===== src/rtl/cpu_ctrl_pkg.sv =====
// Shared types and encodings for the multi-cycle RV32I controller.
// Optional memory handshake: MEM_HANDSHAKE_EN.
package cpu_ctrl_pkg;

  typedef enum logic [2:0] {
    S_IF,
    S_ID,
    S_EX,
    S_MEM,
    S_WB,
    S_HALT
  } state_t;

  typedef enum logic [3:0] {
    C_NOP,
    C_R,
    C_IARITH,
    C_LOAD,
    C_STORE,
    C_BRANCH,
    C_JAL,
    C_JALR,
    C_ECALL
  } class_t;

  localparam logic [6:0] OP_R      = 7'b0110011;
  localparam logic [6:0] OP_IARITH = 7'b0010011;
  localparam logic [6:0] OP_LOAD   = 7'b0000011;
  localparam logic [6:0] OP_STORE  = 7'b0100011;
  localparam logic [6:0] OP_BRANCH = 7'b1100011;
  localparam logic [6:0] OP_JAL    = 7'b1101111;
  localparam logic [6:0] OP_JALR   = 7'b1100111;
  localparam logic [6:0] OP_ECALL  = 7'b1110011;

  localparam logic [1:0] ALU_ADD   = 2'b00;
  localparam logic [1:0] ALU_BR    = 2'b01;
  localparam logic [1:0] ALU_FUNCT = 2'b10;

  localparam logic [1:0] SRCB_RS2  = 2'b00;
  localparam logic [1:0] SRCB_FOUR = 2'b01;
  localparam logic [1:0] SRCB_IMM  = 2'b10;

  localparam logic [1:0] PCSRC_PC4 = 2'b00;
  localparam logic [1:0] PCSRC_ALU = 2'b01;

  typedef struct packed {
    logic       pc_write;
    logic [1:0] pc_source;
    logic       i_or_d;
    logic       mem_read;
    logic       mem_write;
    logic       ir_write;
    logic       reg_write;
    logic       mem_to_reg;
    logic       pc_to_reg;
    logic       alu_src_a;
    logic [1:0] alu_src_b;
    logic [1:0] alu_op;
    logic       inst_done;
    logic       is_halted;
  } ctrl_t;

endpackage


===== src/rtl/mc_opcode_decode.sv =====
// Combinational opcode to instruction-class mapping.
// Unknown opcodes fall back to the NOP class.
module mc_opcode_decode
  import cpu_ctrl_pkg::*;
(
  input  logic [6:0] opcode,
  output class_t     inst_class
);

  always_comb begin
    inst_class = C_NOP;
    unique case (1'b1)
      (opcode == OP_R):      inst_class = C_R;
      (opcode == OP_IARITH): inst_class = C_IARITH;
      (opcode == OP_LOAD):   inst_class = C_LOAD;
      (opcode == OP_STORE):  inst_class = C_STORE;
      (opcode == OP_BRANCH): inst_class = C_BRANCH;
      (opcode == OP_JAL):    inst_class = C_JAL;
      (opcode == OP_JALR):   inst_class = C_JALR;
      (opcode == OP_ECALL):  inst_class = C_ECALL;
      default:               inst_class = C_NOP;
    endcase
  end

endmodule


===== src/rtl/multicycle_controller.sv =====
// Multi-cycle RV32I control FSM: IF/ID/EX/MEM/WB plus sticky HALT.
// MEM_HANDSHAKE_EN enables stalling IF/MEM on mem_ready.
module multicycle_controller
  import cpu_ctrl_pkg::*;
(
  input  logic       clk,
  input  logic       reset,
  input  logic [6:0] opcode,
  input  logic       ecall_halt,
  input  logic       alu_bcond,
  input  logic       mem_ready,
  output logic       pc_write,
  output logic [1:0] pc_source,
  output logic       i_or_d,
  output logic       mem_read,
  output logic       mem_write,
  output logic       ir_write,
  output logic       reg_write,
  output logic       mem_to_reg,
  output logic       pc_to_reg,
  output logic       alu_src_a,
  output logic [1:0] alu_src_b,
  output logic [1:0] alu_op,
  output logic       inst_done,
  output logic       is_halted
);

  state_t state_q, state_d;
  class_t class_q, class_dec;
  ctrl_t  c, o;
  logic   mem_rdy;

`ifdef MEM_HANDSHAKE_EN
  assign mem_rdy = mem_ready;
`else
  logic unused_mem_ready;
  assign unused_mem_ready = mem_ready;
  assign mem_rdy = 1'b1;
`endif

  mc_opcode_decode u_dec (
    .opcode     (opcode),
    .inst_class (class_dec)
  );

  always_ff @(posedge clk or posedge reset) begin
    if (reset) begin
      state_q <= S_IF;
      class_q <= C_NOP;
    end else begin
      state_q <= state_d;
      if (state_q == S_ID)
        class_q <= class_dec;
    end
  end

  always_comb begin
    state_d = state_q;
    c       = '0;
    unique case (state_q)
      S_IF: begin
        c.mem_read = 1'b1;
        c.ir_write = mem_rdy;
        if (mem_rdy)
          state_d = S_ID;
      end
      S_ID: begin
        c.alu_src_b = SRCB_IMM;
        c.alu_op    = ALU_ADD;
        state_d     = S_EX;
      end
      S_EX: begin
        unique case (class_q)
          C_R: begin
            c.alu_src_a = 1'b1;
            c.alu_src_b = SRCB_RS2;
            c.alu_op    = ALU_FUNCT;
            state_d     = S_WB;
          end
          C_IARITH: begin
            c.alu_src_a = 1'b1;
            c.alu_src_b = SRCB_IMM;
            c.alu_op    = ALU_FUNCT;
            state_d     = S_WB;
          end
          C_LOAD, C_STORE: begin
            c.alu_src_a = 1'b1;
            c.alu_src_b = SRCB_IMM;
            state_d     = S_MEM;
          end
          C_JALR: begin
            c.alu_src_a = 1'b1;
            c.alu_src_b = SRCB_IMM;
            state_d     = S_WB;
          end
          C_JAL: state_d = S_WB;
          C_BRANCH: begin
            c.alu_src_a = 1'b1;
            c.alu_src_b = SRCB_RS2;
            c.alu_op    = ALU_BR;
            c.pc_write  = 1'b1;
            c.pc_source = alu_bcond ? PCSRC_ALU : PCSRC_PC4;
            c.inst_done = 1'b1;
            state_d     = S_IF;
          end
          C_ECALL: begin
            c.inst_done = 1'b1;
            c.pc_write  = ~ecall_halt;
            state_d     = ecall_halt ? S_HALT : S_IF;
          end
          default: begin
            c.pc_write  = 1'b1;
            c.inst_done = 1'b1;
            state_d     = S_IF;
          end
        endcase
      end
      S_MEM: begin
        c.i_or_d = 1'b1;
        if (class_q == C_LOAD) begin
          c.mem_read = 1'b1;
          if (mem_rdy)
            state_d = S_WB;
        end else if (class_q == C_STORE) begin
          c.mem_write = 1'b1;
          if (mem_rdy) begin
            c.pc_write  = 1'b1;
            c.inst_done = 1'b1;
            state_d     = S_IF;
          end
        end else begin
          state_d = S_IF;
        end
      end
      S_WB: begin
        c.reg_write = 1'b1;
        c.pc_write  = 1'b1;
        c.inst_done = 1'b1;
        state_d     = S_IF;
        if (class_q == C_LOAD)
          c.mem_to_reg = 1'b1;
        if (class_q == C_JAL || class_q == C_JALR) begin
          c.pc_to_reg = 1'b1;
          c.pc_source = PCSRC_ALU;
        end
      end
      S_HALT: c.is_halted = 1'b1;
      default: state_d = S_IF;
    endcase
  end

  // Reset masks every strobe immediately, aborting any access in flight.
  assign o = reset ? '0 : c;

  assign pc_write   = o.pc_write;
  assign pc_source  = o.pc_source;
  assign i_or_d     = o.i_or_d;
  assign mem_read   = o.mem_read;
  assign mem_write  = o.mem_write;
  assign ir_write   = o.ir_write;
  assign reg_write  = o.reg_write;
  assign mem_to_reg = o.mem_to_reg;
  assign pc_to_reg  = o.pc_to_reg;
  assign alu_src_a  = o.alu_src_a;
  assign alu_src_b  = o.alu_src_b;
  assign alu_op     = o.alu_op;
  assign inst_done  = o.inst_done;
  assign is_halted  = o.is_halted;

endmodule


===== config.mk =====
export PLATFORM = sky130hd
export DESIGN_NAME = multicycle_controller
export DESIGN_NICKNAME = d
export VERILOG_FILES = /design/src/rtl/cpu_ctrl_pkg.sv /design/src/rtl/mc_opcode_decode.sv /design/src/rtl/multicycle_controller.sv
export SDC_FILE = /design/constraint.sdc
export NUM_CORES = 1
export LEC_CHECK = 0
export BUFFER_PORTS_ARGS = -buffer_cell sky130_fd_sc_hd__buf_2
export CORE_ASPECT_RATIO = 0.8
export CORE_MARGIN = 2
export CORE_UTILIZATION = 44
export DETAILED_ROUTE_END_ITERATION = 6
export PLACE_DENSITY_LB_ADDON = 0.25
export SLEW_MARGIN = 20
export SYNTH_ARGS = -nofsm -noshare
export SYNTH_HDL_FRONTEND = slang
export SYNTH_SLANG_ARGS = --single-unit

===== constraint.sdc =====
create_clock -name clk -period 1.34 [get_ports clk]
set_input_delay 0.134 -clock clk [delete_from_list [all_inputs] [get_ports clk]]
set_output_delay 0.134 -clock clk [all_outputs]
set_load 0.02 [all_outputs]

==> summary.md, run 1 <==
| Metric | Value |
|---|---|
| Outcome | `finished with violations` |
| Failing checks | `negative setup slack` |
| Clk_lat worst skew | `250 ps` |
| Power Density | `1580 nW/um2` |
| Nets | `163` |
| Total gr overflow | `0` |
| Drt wl/cell | `21.3 um` |
| # H-tree levels | `1` |
| Cts hold-fix bufs | `0` |
| R2R cell count | `4` |
| Worst IR drop on VDD | `between 1.5 and 2 mV` |
| Routability Congestion | `0.887` |
| Area occupied by multi-input gates | `approximately 760 um2` |
| Share of cells above drive strength 1 | `65.3%` |
| Worst EP arrival | `1770 ps` |
| MaxCap Viol Count | `0` |
| Required time worst endpoint | `between 1000 and 1500 ps` |
| Max Clock Freq | `526 MHz` |
| Fin area | `1470 um2` |
| Initial DRC count | `51` |
| Critical path startpoint category | `flip-flop` |
| DR pass1 iterations | `4` |
| Mapped Area | `805 um2` |
| Main synth FF type | `dfrtp_1` |
| Fillcell total | `87` |
| GRT Util Overall | `30.1%` |
| Critical path class | `flip-flop to output port` |
| Overall power | `0.00232 W` |
| Syn Inst Count | `100` |
| Worst setup endpoint | `pc_write` |
| Top-area cell type share of the netlist area | `21.8%` |
| Largest net degree at the start of global routing | `13` |
| Setup TNS | `-7140 ps` |
| CTS sink count | `7` |
| Via count | `around 1100` |
| Reg2reg start | `class_q[1]` |
| FFs w/ async S/R, synth | `100%` |
| Root Buffer | `clkbuf_4` |
| DP Wirelength | `1910 um` |
| Library cells used by synthesis | `47` |
| Minimum clock period | `1900 ps` |
| Ys Warns | `0` |
| DRC viols | `0` |
| Static Leak | `0.631 nW` |
| Register area | `180 um2` |
| Max Clock Skew | `1.93 ps` |
| Post-DR vias/cell | `6.38` |
| First-pass GRT wire length | `about 4800 um` |
| FF-to-FF setup slack | `-230 ps` |
| Total core area | `between 1500 and 2000 um2` |
| Area delta synth->final | `82.9%` |
| Placed instance area | `1160 um2` |
| Post-route non-filler standard cell count | `172` |
| Placed Cells | `160` |
| Io pins | `29` |
| CTS tree | `built` |
| Initial Util | `between 40% and 50%` |
| CTS Buf Count | `3` |
| Final hold vios | `0` |
| Synth area leaders | `dfrtp_1, or4b_1, nor2b_1` |
| Final Max Slew Viols | `0` |
| Die ar. | `2190 um2` |
| # setup viols final | `22` |
| Routed WL | `3670 um` |
| Die Ht | `42.2 um` |
| RSZ-0062 raised after global routing | `true` |
| Number of synthesized flops with an enable pin | `0` |
| Port Buffer Count | `25` |
| Vias in the first global route | `between 900 and 1000` |
| Hold Path Class | `input port to flip-flop` |
| Worst-margin pin slew | `575 ps` |
| Rows | `13` |
| Sequential-to-total area share from yosys stat | `21.8%` |
| Worst-path fanout max | `4` |
| Mapped Avg Cell Area | `roughly 8 um2` |
| Final worst slack | `-563 ps` |
| Initial antenna violation count | `0` |
| Number of synthesized register bits | `7` |
| Reg2reg end | `state_q[0]` |
| Max_slew headroom | `61.1%` |
| Clk buf depth | `2` |
| Clock transition at path regs | `approximately 50 ps` |
| Crit. Startpoint | `class_q[3]` |
| Setup crit end kind | `output port` |
| Antenna diodes | `0` |
| Detail Route Antenna Nets | `0` |
| Period utilisation layout | `142%` |
| Leading area contributor after synthesis | `dfrtp_1` |
| Post-place setup slack | `-348 ps` |
| Die Wd | `51.8 um` |
==> timing repair <==
action                                  CTS  global route
endpoints found under the setup margin   21            22
pin swaps                                14            10
setup buffers                             7             2
resized for setup                        44            21
gates cloned                              0             0
==> Yosys cell counts, types with 2 or more instances <==
cell / number
buf_6: 3
nand2b_1: 4
nor4_1: 2
nor2b_1: 6
clkbuf_1: 3
o22ai_1: 2
or4b_1: 4
buf_2: 2
and3_1: 2
a22oi_1: 2
xnor2_1: 3
nor2_1: 8
a211o_1: 2
o21ai_1: 3
nand2_1: 6
dfrtp_1: 7
nand3b_1: 4
a21oi_1: 5
buf_4: 2
inv_1: 3
==> flip-flops by register name, indices dropped and copies added, names as in the netlist <==
| register | cells |
|---|---|
| state_q | 3 |
| class_q | 4 |
==> placed cells by master, fill, tap and decap left out, types with 2 or more instances in the layout <==
cell,instances
a211o_1,2
a21oi_1,3
a21oi_2,2
a22oi_1,2
buf_2,10
buf_4,25
buf_6,20
clkbuf_4,3
conb_1,2
dfrtp_1,3
dfrtp_2,4
nand2_1,3
nand2_2,3
nand2b_1,3
nand3b_1,4
nor2_1,4
nor2_4,4
nor2b_1,4
nor2b_4,2
nor4_4,2
o21ai_2,3
or4b_4,3
xnor2_1,3
==> final cells by class <==
type	instances	share of cell area (%)
Multi-Input combinational cell	81	51.7
Timing Repair Buffer	55	31.5
Sequential cell	7	12.2
Tap cell	22	1.87
Clock buffer	4	1.79
Inverter	3	0.935
==> power breakdown <==
| part | switching (W) | internal [W] | total, W |
|---|---|---|---|
| Clock | 0.0000710 | 0.000113 | 0.000184 |
| Sequential | 0.0000891 | 0.000275 | 0.000364 |
| Combinational | 0.000908 | 0.000869 | 0.00178 |
==> through the flow <==
step                      hold WS, ps  utilization [%]
after floorplan                 -41.0                -
after detailed placement          357             69.5
after CTS                        90.3             82.7
after global placement            352             69.5
final                             101             87.8
after global routing             83.5             87.8
==> kinds of logic after synthesis <==
logic type,after synthesis,share of synthesized area (%)
compound gates,24,21.5
other cells,1,0.466
xor+xnor,4,4.36
buf+inv,13,10.1
simple gates,51,41.8
flops,7,21.8
==> metal layers <==
metal	vias up	global-route usage (%)	share of wire (%)
met3	14	4.29	6.5
li1	469	-	-
met5	-	0	0
met1	544	37.6	40
met2	71	50.3	49
met4	0	14.2	3.8
==> worst min-delay path by stage <==
stage,start,end,slack (ps),cells past startpoint
final,opcode[3],class_q[0],100,2
after global placement,opcode[3],class_q[0],350,2
after floorplan,reset,class_q[0],-40,1
after detailed placement,opcode[3],class_q[0],360,2
after global routing,opcode[3],class_q[0],80,2
after CTS,opcode[3],class_q[0],90,2
==> worst max-delay path, stage by stage (launching register included) <==
cell and delay (ps):
dfrtp_1 410, or4b_1 590, o21ai_0 210, o32ai_4 150, buf_6 150
Power figures use the tool's default switching activity.
==> run 2, diff against run 1 <==
==> constraint.sdc (replaced) <==
create_clock -name clk -period 1.34 [get_ports clk]
set_input_delay 0.134 -clock clk [delete_from_list [all_inputs] [get_ports clk]]
set_output_delay 0.134 -clock clk [all_outputs]
set_load 0.1 [all_outputs]
==> run 2 against run 1 <==
The run now fails in clock tree synthesis. Area after synthesis unchanged. Synthesized cell count unchanged.
==> summary.md, run 2 <==
| Metric | Value |
|---|---|
| Outcome | `did not finish` |
| Stage reached | `clock tree synthesis` |
| Tool error | `[ERROR DPL-0038] Utilization greater than 100%, impossible to legalize` |
| Top cells by count, synth | `nor2_1, dfrtp_1, nand2_1, nor2b_1, a21oi_1` |
| Placed instance area | `~1500 um2` |
| Leading area contributor after synthesis | `dfrtp_1` |
| Mapped Area | `a little over 800 um2` |
| Initial Util | `48.0%` |
| Die Ht | `about 42 um` |
| # Post-CTS Setup Buffers | `7` |
| Io pins | `29` |
| Rows | `13` |
| FFs w/ async S/R, synth | `100%` |
| Ys Warns | `0` |
| Number of synthesized register bits | `7` |
| Post-place setup slack | `-434 ps` |
| Most numerous cell in the Yosys netlist | `nor2_1` |
| Routability Congestion | `approximately 0.93` |
| Main synth FF type | `dfrtp_1` |
| Port Buffer Count | `25` |
| Root Buffer | `clkbuf_4` |
| Top-area cell type share of the netlist area | `21.8%` |
| CTS sink count | `7` |
| Mapped Avg Cell Area | `between 8 and 9 um2` |
| Sequential-to-total area share from yosys stat | `21.8%` |
| Syn Inst Count | `100` |
| Library cells used by synthesis | `47` |
| Number of synthesized flops with an enable pin | `0` |
| Cts hold-fix bufs | `0` |
| Die Wd | `51.8 um` |
| CTS Buf Count | `3` |
| # H-tree levels | `1` |
| CTS resizes | `30` |
| Synth area leaders | `dfrtp_1, or4b_1, nor2b_1` |
| Clk buf depth | `2` |
| DP Wirelength | `2970 um` |
## run 2: cell counts after synthesis
No cell type changed its count.
## run 2: kinds of logic after synthesis
family | synth area share, %
other | 0.466
flip-flops | 21.8
XOR/XNOR | 4.36
buffers and inverters | 10.1
AO/OA/AOI/OAI | 21.5
AND/OR/NAND/NOR | 41.8
## run 2: through the flow
stage	hold slack [ps]	setup TNS, ps	utilization (%)	instances
floorplan	-12.6	-7230	-	101
global placement	362	-3360	90.4	169
detailed placement	366	-4680	90.4	169
==> run 3, diff against run 2 <==
Settings changed: CORE_AREA set to 2 2 63 65, CORE_ASPECT_RATIO 0.8 to unset, CORE_MARGIN 2 to unset, CORE_UTILIZATION 44 to unset, DIE_AREA set to 0 0 65 67, PLACE_DENSITY_LB_ADDON 0.25 to 0.15.
Clock period 1.34 ns to 1.7 ns, I/O delays scaled along.
==> run 3 against run 2 <==
The flow now finishes, with violations (negative setup slack).
==> summary.md, run 3 (synthesis gave the netlist of run 1 again) <==
| Metric | Value |
|---|---|
| Total core area | `3610 um2` |
| MaxCap Viol Count | `0` |
| Failing checks | `negative setup slack` |
| Die Ht | `67 um` |
| Biggest regs | `class_q: 4 flops, state_q: 3 flops` |
| Routed WL | `2540 um` |
| Final Hold Slack | `154 ps` |
| Worst IR drop on VDD | `0.548 mV` |
| Reg2reg end | `state_q[1]` |
| Rows | `22` |
| DP Wirelength | `2010 um` |
| # H-tree levels | `1` |
| WHS Endpoint | `class_q[0]` |
| Max Clock Skew | `0.102 ps` |
| Period utilisation layout | `115%` |
| Initial DRC count | `12` |
| Register area | `184 um2` |
| Placed instance area | `1480 um2` |
| Max Clock Freq | `just over 500 MHz` |
| Die Wd | `~65 um` |
| GRT Util Overall | `12.3%` |
| Largest net degree at the start of global routing | `8` |
| First-pass GRT wire length | `4060 um` |
| Final worst slack | `-247 ps` |
| Largest register FFs | `4` |
| CTS tree | `built` |
| Clk_lat worst skew | `220 ps` |
| Reg2reg start | `class_q[3]` |
| DRC viols | `0` |
| Placed Cells | `189` |
| CTS sink count | `7` |
| Crit. Startpoint | `state_q[2]` |
| Post-route non-filler standard cell count | `roughly 200` |
| Static Leak | `0.696 nW` |
| Power Density | `1300 nW/um2` |
| Initial antenna violation count | `0` |
| Commonest cells after routing, fill and taps aside | `buf_4, buf_12, buf_2` |
| Required time worst endpoint | `between 1500 and 2000 ps` |
| Nets | `167` |
| Post-DR vias/cell | `approximately 4.7` |
| Worst EP arrival | `1780 ps` |
| Minimum clock period | `1950 ps` |
| Outcome | `finished with violations` |
| Detail Route Antenna Nets | `0` |
| DR pass1 iterations | `4` |
| Critical path startpoint category | `flip-flop` |
| Total gr overflow | `0` |
| Die ar. | `4360 um2` |
| Hold path start | `opcode[3]` |
| Fin area | `about 1700 um2` |
| Critical path class | `flip-flop to output port` |
| Io pins | `29` |
| Hold Path Class | `input port to flip-flop` |
| Area delta synth->final | `108%` |
| WHS Path Cells | `2` |
| Via count | `940` |
| Final hold vios | `0` |
| Fillcell total | `352` |
| Max_slew headroom | `66.1%` |
| Port Buffer Count | `25` |
| Root Buffer | `clkbuf_8` |
| R2R cell count | `5` |
| Final core utilization | `46.4%` |
| Drt wl/cell | `12.6 um` |
| Routability Congestion | `between 0.8 and 0.9` |
| Overall power | `0.00218 W` |
| Share of cells above drive strength 1 | `63.6%` |
| Reg with most FFs | `class_q` |
| Clk buf depth | `2` |
| Clock transition at path regs | `40 ps` |
| Worst-margin pin slew | `roughly 500 ps` |
| Worst-path fanout max | `7` |
| # setup viols final | `12` |
| Antenna diodes | `0` |
| Commonest non-fill, non-tap cell in the layout | `buf_4` |
| CTS Buf Count | `3` |
| Initial Util | `around 22%` |
| Vias in the first global route | `901` |
| Area occupied by multi-input gates | `743 um2` |
| FF-to-FF setup slack | `50 ps` |
| RSZ-0062 raised after global routing | `true` |
| Setup crit end kind | `output port` |
| Final Max Slew Viols | `0` |
==> run 3: worst max-delay path, stage by stage (launching register included) <==
cell and delay, ps:
dfrtp_2 460, nand2b_4 170, or3_4 370, nor4b_4 340, buf_12 210
==> run 3: power breakdown <==
group / total [W] / switching, W / internal [W]
clock: 0.000229 / 0.0000675 / 0.000162
sequential: 0.000304 / 0.0000850 / 0.000219
combinational: 0.00165 / 0.000882 / 0.000763
total: 0.00218 / 0.00103 / 0.00114
==> run 3: what timing repair did <==
| action | 4_1_cts | 5_1_grt |
|---|---|---|
| setup buffers | 7 | 2 |
| pin swaps | 6 | 9 |
| hold buffers | 0 | 0 |
| gates cloned | 0 | 0 |
| setup endpoints to repair | 13 | 16 |
| gates resized for setup | 12 | 11 |
==> run 3: worst max path at each step <==
stage / cells after the start / slack [ps] / to
after detailed placement: 4 / -60 / inst_done
after CTS: 4 / -220 / pc_write
final: 4 / -250 / alu_op[0]
after global placement: 4 / -50 / pc_write
after floorplan: 4 / -580 / alu_op[0]
after global routing: 4 / -280 / pc_write
==> run 3: final cells by class <==
class	count	area share [%]
Tap cell	48	3.59
Timing Repair Buffer	59	37.4
Multi-Input combinational cell	81	44.5
Sequential cell	7	11.0
Inverter	3	0.898
Clock buffer	4	2.69
==> run 3: metrics by stage <==
step	worst slack (ps)	setup TNS, ps
3_5_place_dp	-60.5	-112
2_1_floorplan	-578	-2870
4_1_cts	-215	-1810
5_1_grt	-280	-2540
3_3_place_gp	-49.6	-97.0
6_report	-247	-1880
==> run 3: layer usage <==
layer  GRT usage (%)  vias up  routed length, um
met3            1.52        2                 84
met1            12.4      439               1030
li1                -      478                  -
met5               0        -                  0
met4            6.91        0                 19
met2            24.0       21               1410
